--- src/rtl/hilo_muldiv_pkg.sv ---
// Shared definitions for the HI/LO multiply/divide unit: op codes, FSM
// state encoding, divide-by-zero constant and the 64-bit product helper.
package hilo_muldiv_pkg;

    localparam logic [7:0]  OP_MULT  = 8'h14;
    localparam logic [7:0]  OP_MULTU = 8'h15;
    localparam logic [7:0]  OP_DIV   = 8'h16;
    localparam logic [7:0]  OP_DIVU  = 8'h17;

    // LO value returned when the divisor is zero
    localparam logic [31:0] DIV0_LO  = 32'hFFFF_FFFF;

    // Counter value of the final (32nd) divide iteration
    localparam logic [4:0]  DIV_LAST = 5'd31;

    typedef enum logic [1:0] {
        ST_IDLE = 2'd0,
        ST_RUN  = 2'd1,
        ST_DONE = 2'd2
    } md_state_e;

    // 32x32 -> 64 product; sign-extending both operands to 64 bits makes
    // the low 64 bits of the product correct for signed and unsigned alike.
    function automatic logic [63:0] mul64(input logic [31:0] a,
                                          input logic [31:0] b,
                                          input logic        sgn);
        logic [63:0] ea;
        logic [63:0] eb;
        ea = {{32{sgn & a[31]}}, a};
        eb = {{32{sgn & b[31]}}, b};
        return ea * eb;
    endfunction

endpackage

--- src/rtl/hilo_muldiv_div_core.sv ---
// div_core: iterative restoring radix-2 divider, one quotient bit per
// cycle over 32 cycles. Works on operand magnitudes and applies the sign
// rules to the final iteration's result (quotient negated when the operand
// signs differ, remainder follows the dividend).
module div_core
    import hilo_muldiv_pkg::*;
(
    input  logic        cpu_clk_50M,
    input  logic        rst,
    input  logic        start_i,
    input  logic        signed_i,
    input  logic [31:0] dividend_i,
    input  logic [31:0] divisor_i,
    input  logic        flush_i,
    output logic        busy_o,
    output logic [63:0] result_o,
    output logic        done_o
);

    logic        busy_q;
    logic [4:0]  cnt_q;
    logic [31:0] rem_q;
    logic [31:0] quo_q;
    logic [31:0] dsr_q;
    logic        negq_q;
    logic        negr_q;

    logic [31:0] a_mag;
    logic [31:0] b_mag;
    logic [32:0] shifted;
    logic [32:0] diff;
    logic        qbit;
    logic        last;
    logic [31:0] rem_d;
    logic [31:0] quo_d;

    assign a_mag = (signed_i && dividend_i[31]) ? (~dividend_i + 32'd1) : dividend_i;
    assign b_mag = (signed_i && divisor_i[31])  ? (~divisor_i + 32'd1)  : divisor_i;

    // Quotient register doubles as the dividend shift register: its MSB is
    // shifted into the partial remainder while the new quotient bit enters
    // at the LSB. Partial remainder < divisor, so 33 bits never overflow.
    assign shifted = {rem_q, quo_q[31]};
    assign diff    = shifted - {1'b0, dsr_q};
    assign qbit    = ~diff[32];
    assign rem_d   = qbit ? diff[31:0] : shifted[31:0];
    assign quo_d   = {quo_q[30:0], qbit};

    assign last     = busy_q && (cnt_q == DIV_LAST);
    assign busy_o   = busy_q;
    assign done_o   = last;
    assign result_o = {negr_q ? (~rem_d + 32'd1) : rem_d,
                       negq_q ? (~quo_d + 32'd1) : quo_d};

    // Load magnitudes on start, then iterate until the 32nd bit is produced
    always_ff @(posedge cpu_clk_50M or posedge rst) begin
        if (rst) begin
            busy_q <= 1'b0;
            cnt_q  <= 5'd0;
            rem_q  <= 32'd0;
            quo_q  <= 32'd0;
            dsr_q  <= 32'd0;
            negq_q <= 1'b0;
            negr_q <= 1'b0;
        end else if (flush_i) begin
            busy_q <= 1'b0;
            cnt_q  <= 5'd0;
        end else if (start_i) begin
            busy_q <= 1'b1;
            cnt_q  <= 5'd0;
            rem_q  <= 32'd0;
            quo_q  <= a_mag;
            dsr_q  <= b_mag;
            negq_q <= signed_i && (dividend_i[31] ^ divisor_i[31]);
            negr_q <= signed_i && dividend_i[31];
        end else if (busy_q) begin
            rem_q <= rem_d;
            quo_q <= quo_d;
            cnt_q <= cnt_q + 5'd1;
            if (last)
                busy_q <= 1'b0;
        end
    end

endmodule

--- src/rtl/hilo_muldiv.sv ---
// hilo_muldiv: execute-stage multiply/divide unit with the architectural
// HI/LO register. MULT/MULTU complete one cycle after start; DIV/DIVU use
// the iterative div_core. Divide support is built only when HILO_DIV_EN is
// defined; otherwise DIV/DIVU finish in one cycle with a zero result.
module hilo_muldiv
    import hilo_muldiv_pkg::*;
(
    input  logic        cpu_clk_50M,
    input  logic        rst,
    input  logic        md_start_i,
    input  logic [7:0]  md_aluop_i,
    input  logic [31:0] md_src1_i,
    input  logic [31:0] md_src2_i,
    input  logic        md_flush_i,
    input  logic        wb_whilo_i,
    input  logic [63:0] wb_hilo_i,
    output logic        md_stall_o,
    output logic        md_done_o,
    output logic [63:0] md_hilo_o,
    output logic [31:0] hi_o,
    output logic [31:0] lo_o
);

    md_state_e   state_q;
    logic        done_q;
    logic        mul_sel_q;
    logic        mul_sgn_q;
    logic [31:0] opa_q;
    logic [31:0] opb_q;
    logic [63:0] res_q;
    logic [31:0] hi_q;
    logic [31:0] lo_q;

    logic        op_mul;
    logic        op_div;
    logic        sample;
    logic [63:0] mul_res;
    logic        div_done;
    logic        div_busy;
    logic [63:0] div_res;

    assign op_mul = (md_aluop_i == OP_MULT) || (md_aluop_i == OP_MULTU);
    assign op_div = (md_aluop_i == OP_DIV)  || (md_aluop_i == OP_DIVU);
    assign sample = (state_q == ST_IDLE) && md_start_i && (op_mul || op_div) && !md_flush_i;

    // While reset is held the FSM sits in IDLE, so the start term is masked
    // to keep the pipeline from stalling on a reset-time request.
    assign md_stall_o = !rst && (sample || (state_q == ST_RUN));

`ifdef HILO_DIV_EN
    logic div_go;
    assign div_go = sample && op_div && (md_src2_i != 32'd0);

    div_core u_div (
        .cpu_clk_50M (cpu_clk_50M),
        .rst         (rst),
        .start_i     (div_go),
        .signed_i    (md_aluop_i == OP_DIV),
        .dividend_i  (md_src1_i),
        .divisor_i   (md_src2_i),
        .flush_i     (md_flush_i),
        .busy_o      (div_busy),
        .result_o    (div_res),
        .done_o      (div_done)
    );
`else
    assign div_done = 1'b0;
    assign div_busy = 1'b0;
    assign div_res  = 64'd0;
`endif

    // Operands are captured at start; the product is formed from the
    // registered operands during DONE so the multiplier gets a full cycle.
    assign mul_res   = mul64(opa_q, opb_q, mul_sgn_q);
    assign md_hilo_o = ((state_q == ST_DONE) && mul_sel_q) ? mul_res : res_q;
    assign md_done_o = done_q;
    assign hi_o      = hi_q;
    assign lo_o      = lo_q;

    // Control FSM: IDLE samples ops, RUN waits on the divider, DONE pulses
    always_ff @(posedge cpu_clk_50M or posedge rst) begin
        if (rst) begin
            state_q   <= ST_IDLE;
            done_q    <= 1'b0;
            mul_sel_q <= 1'b0;
            mul_sgn_q <= 1'b0;
            opa_q     <= 32'd0;
            opb_q     <= 32'd0;
            res_q     <= 64'd0;
        end else begin
            done_q <= 1'b0;
            // Keep the product visible after DONE, even if DONE is flushed
            if ((state_q == ST_DONE) && mul_sel_q)
                res_q <= mul_res;
            if (md_flush_i) begin
                state_q <= ST_IDLE;
            end else begin
                case (state_q)
                    ST_IDLE: begin
                        if (sample) begin
                            opa_q     <= md_src1_i;
                            opb_q     <= md_src2_i;
                            mul_sgn_q <= (md_aluop_i == OP_MULT);
                            mul_sel_q <= op_mul;
                            if (op_mul) begin
                                state_q <= ST_DONE;
                                done_q  <= 1'b1;
                            end
`ifdef HILO_DIV_EN
                            else if (md_src2_i == 32'd0) begin
                                state_q <= ST_DONE;
                                done_q  <= 1'b1;
                                res_q   <= {md_src1_i, DIV0_LO};
                            end else begin
                                state_q <= ST_RUN;
                            end
`else
                            else begin
                                state_q <= ST_DONE;
                                done_q  <= 1'b1;
                                res_q   <= 64'd0;
                            end
`endif
                        end
                    end
                    ST_RUN: begin
                        if (div_done) begin
                            state_q <= ST_DONE;
                            done_q  <= 1'b1;
                            res_q   <= div_res;
                        end else if (!div_busy) begin
                            // Divider lost its operation: recover instead of hanging
                            state_q <= ST_IDLE;
                        end
                    end
                    ST_DONE: state_q <= ST_IDLE;
                    default: state_q <= ST_IDLE;
                endcase
            end
        end
    end

    // Architectural HI/LO, written only from write-back
    always_ff @(posedge cpu_clk_50M or posedge rst) begin
        if (rst) begin
            hi_q <= 32'd0;
            lo_q <= 32'd0;
        end else if (wb_whilo_i) begin
            hi_q <= wb_hilo_i[63:32];
            lo_q <= wb_hilo_i[31:0];
        end
    end

endmodule

--- config.mk ---
export PLATFORM = sky130hd
export DESIGN_NAME = hilo_muldiv
export DESIGN_NICKNAME = d
export VERILOG_FILES = /design/src/rtl/hilo_muldiv_pkg.sv /design/src/rtl/hilo_muldiv_div_core.sv /design/src/rtl/hilo_muldiv.sv
export SDC_FILE = /design/constraint.sdc
export NUM_CORES = 2
export LEC_CHECK = 0
export ABC_AREA = 1
export CAP_MARGIN = 10
export CELL_PAD_IN_SITES_DETAIL_PLACEMENT = 0
export CELL_PAD_IN_SITES_GLOBAL_PLACEMENT = 1
export CORE_MARGIN = 2
export CORE_UTILIZATION = 48
export CTS_BUF_LIST = sky130_fd_sc_hd__clkbuf_16
export CTS_CLUSTER_SIZE = 8
export DETAILED_ROUTE_END_ITERATION = 8
export PLACE_DENSITY = 0.92
export SLEW_MARGIN = 5
export SYNTH_ARGS = -nofsm -noshare
export SYNTH_HDL_FRONTEND = slang
export SYNTH_SLANG_ARGS = --single-unit
--- constraint.sdc ---
create_clock -name cpu_clk_50M -period 13.25 [get_ports cpu_clk_50M]
set_input_delay 2.65 -clock cpu_clk_50M [delete_from_list [all_inputs] [get_ports cpu_clk_50M]]
set_output_delay 2.65 -clock cpu_clk_50M [all_outputs]
set_load 0.01 [all_outputs]
==> metrics.md <==
| Metric | Value |
|---|---|
| Post-cts resize count | `0` |
| RePlAce Congestion | `0.958` |
| Routed Antenna Nets | `0` |
| Vias in the first global route | `41,400` |
| Synth unique cells | `36` |
| CTS tree | `built` |
| Worst Setup End Kind | `output port` |
| Setup-failing EPs final | `0` |
| Max Cap Viol | `0` |
| Max clock buf depth | `2` |
| Ports | `271` |
| RSZ-0062 raised after global routing | `false` |
| Post-CTS Setup Bufs | `0` |
| Initial antenna violation count | `5` |
| Slew of the pin with the lowest slew margin | `1210 ps` |
| DR WL/cell | `19.9 um` |
| Fin. max-slew vios | `0` |
| Worst setup SP type | `flip-flop` |
| Status | `complete, no violations` |
| H-tree Lvls | `4` |
| RR Endpoint | `res_q[61]` |
| Commonest non-fill, non-tap cell in the layout | `inv_1` |
| Worst setup path start | `opb_q[9]` |
| IO buf count | `270` |
| Root buffer cell | `clkbuf_16` |
| Largest net degree at the start of global routing | `70` |
| Final WL | `145,000 um` |
| Reg2reg setup slack | `4650 ps` |
| Commonest cells after routing, fill and taps aside | `inv_1 (1,710), nand2_1 (1,658), fa_1 (1,125), clkdlybuf4s50_1 (269), nor2_1 (217)` |
| Post-Synthesis Cells | `5,923` |
| 1st-pass router iterations | `6` |
| Final hold vios | `0` |
| First-pass GRT wire length | `233,000 um` |
| DRC violations left | `0` |
| Slowest library cell on the worst path | `dfrtp_2` |
| Die area | `102,000 um^2` |
| Post-synth ARST share | `100%` |
| Achievable clock frequency | `0.0820 GHz` |
| CP endpoint | `md_hilo_o[61]` |
| Final layout net count | `7,470` |
| Core Rows | `115` |
| Hold Path Depth | `1` |
| Min Tclk post-route | `12,190 ps` |
| Setup TNS | `0 ps` |
| CTS hold repair buffers | `0` |
| Reg clk slew, reported paths | `120 ps` |
| Vias | `37,800` |
| Final worst-path cycle share | `92.0%` |
| Die W | `320 um` |
| CP Max Fanout | `33` |
| Clock sink total | `196` |
| Hold/Removal Path Class | `reg -> reg` |
| DRT iter0 DRCs | `2,959` |
| Slew HR | `19.1%` |
| Gr usage total | `30.0%` |
| Die H | `320 um` |
| Total CTS buffers | `17` |
| Hold slack | `515 ps` |
| Clock Skew | `44.8 ps` |
| Fill cell count | `9,117` |
| Initial Util | `48.5%` |
| Cells on worst reg2reg path | `28` |
| Crit Path Category | `reg -> out` |
| CP required | `10,600 ps` |
| Crit-path most repeated cell | `inv_1` |
| Syn_nets | `7,401` |
| Sequential area share after synthesis | `10.3%` |
| Critical path's largest stage delay | `990 ps` |
| Share of cells above drive strength 1 | `4.26%` |
| Worst r2r src | `opb_q[9]` |
| Post-synth top flop | `dfrtp_1` |
| Cell Area, Synth | `47,800 um^2` |
| Footprint of the multi-input gates | `35,400 um^2` |
| Area Overhead vs Synth | `9.42%` |
| #FFs+latches synth | `196` |
| Remaining Overflow, GRT | `0` |
| Worst-Skew Late Latency | `530 ps` |
| Final HPWL DP | `119,000 um` |
| Via density per instance | `5.18` |
| EDFF count, synth | `0` |
| WP data arrival | `9540 ps` |
| FF+latch area | `4930 um^2` |
| CORE AREA | `98,600 um^2` |
| Mapped Avg Cell Area | `8.08 um^2` |
| YS warnings | `0` |
-- through the flow --
stage	setup WS, ps	cells	utilization, %	instance area, um^2
after floorplan	3030	5923	-	47800
after global placement	1620	7259	52.4	51700
after detailed placement	1450	7259	52.4	51700
after CTS	839	7291	53.1	52300
after global routing	625	7292	53.1	52400
final	1060	7293	53.1	52400
-- worst min-delay path by stage --
stage / endpoint / start / slack (ps)
floorplan: mul_sel_q / mul_sel_q / 470
finish: hi_o[15] / hi_o[15] / 510
global route: mul_sel_q / mul_sel_q / 520
detailed placement: mul_sel_q / mul_sel_q / 480
CTS: mul_sel_q / mul_sel_q / 510
global placement: lo_o[31] / lo_o[31] / 490
-- flip-flops by register name (all words and copies together) (netlist names) --
| signal | cells |
|---|---|
| hi_o | 32 |
| lo_o | 32 |
| md_done_o | 1 |
| mul_sel_q | 1 |
| mul_sgn_q | 1 |
| opa_q | 32 |
| opb_q | 32 |
| res_q | 64 |
| state_q | 1 |
-- worst max-delay path, delay by kind of cell, from the launching register on --
family / cells / cell delay, ps
adders and majority gates: 9 / 4850
buffers and inverters: 10 / 1710
DFF: 1 / 990
and+or+nand+nor: 11 / 1440
-- metal layers --
layer / vias up / share of wire, % / global-route usage, %
met2: 1756 / 48 / 49.7
met5: - / 0.018 / 0
met1: 18900 / 37 / 36.6
met4: 4 / 6.2 / 15.7
met3: 438 / 9.2 / 6.77
li1: 16600 / - / -
-- cell type report --
type | count | area share [%]
antenna | 1 | 0.00478
clock buffer | 17 | 0.813
clock inverter | 15 | 0.444
inverter | 1719 | 12.3
multi-input combinational | 3708 | 67.5
sequential | 196 | 9.41
tap | 1287 | 3.08
timing repair buffer | 350 | 6.36
-- Yosys cell counts, types with 7 or more instances --
master       n  area [um^2]
o21ai_1      9         45.0
buf_1        7         26.3
nand2_1   1658         6220
clkbuf_1   289         1080
fa_1      1125        22500
o21ai_0     85          425
dfrtp_1    196         4900
o21bai_1    18          135
nor3_1       9         45.0
ha_1       212         2650
nor2_1     217          815
nand4_1     16          100
nand3_1    108          541
a21oi_1     96          480
mux2_2      64          721
nand3b_1     8         60.1
inv_1     1711         6420
or2_2       39          244
-- cell families after synthesis --
group                    share of synthesized area [%]
adder cells (fa/ha/maj)                           52.6
AO/OA/AOI/OAI                                     2.45
buffers and inverters                             15.8
AND/OR/NAND/NOR                                   17.1
XOR/XNOR                                         0.220
flip-flops                                        10.3
multiplexers                                      1.51
Power is not shown: default switching activity piles up to over one toggle a cycle in this logic, so the estimate is an artifact.
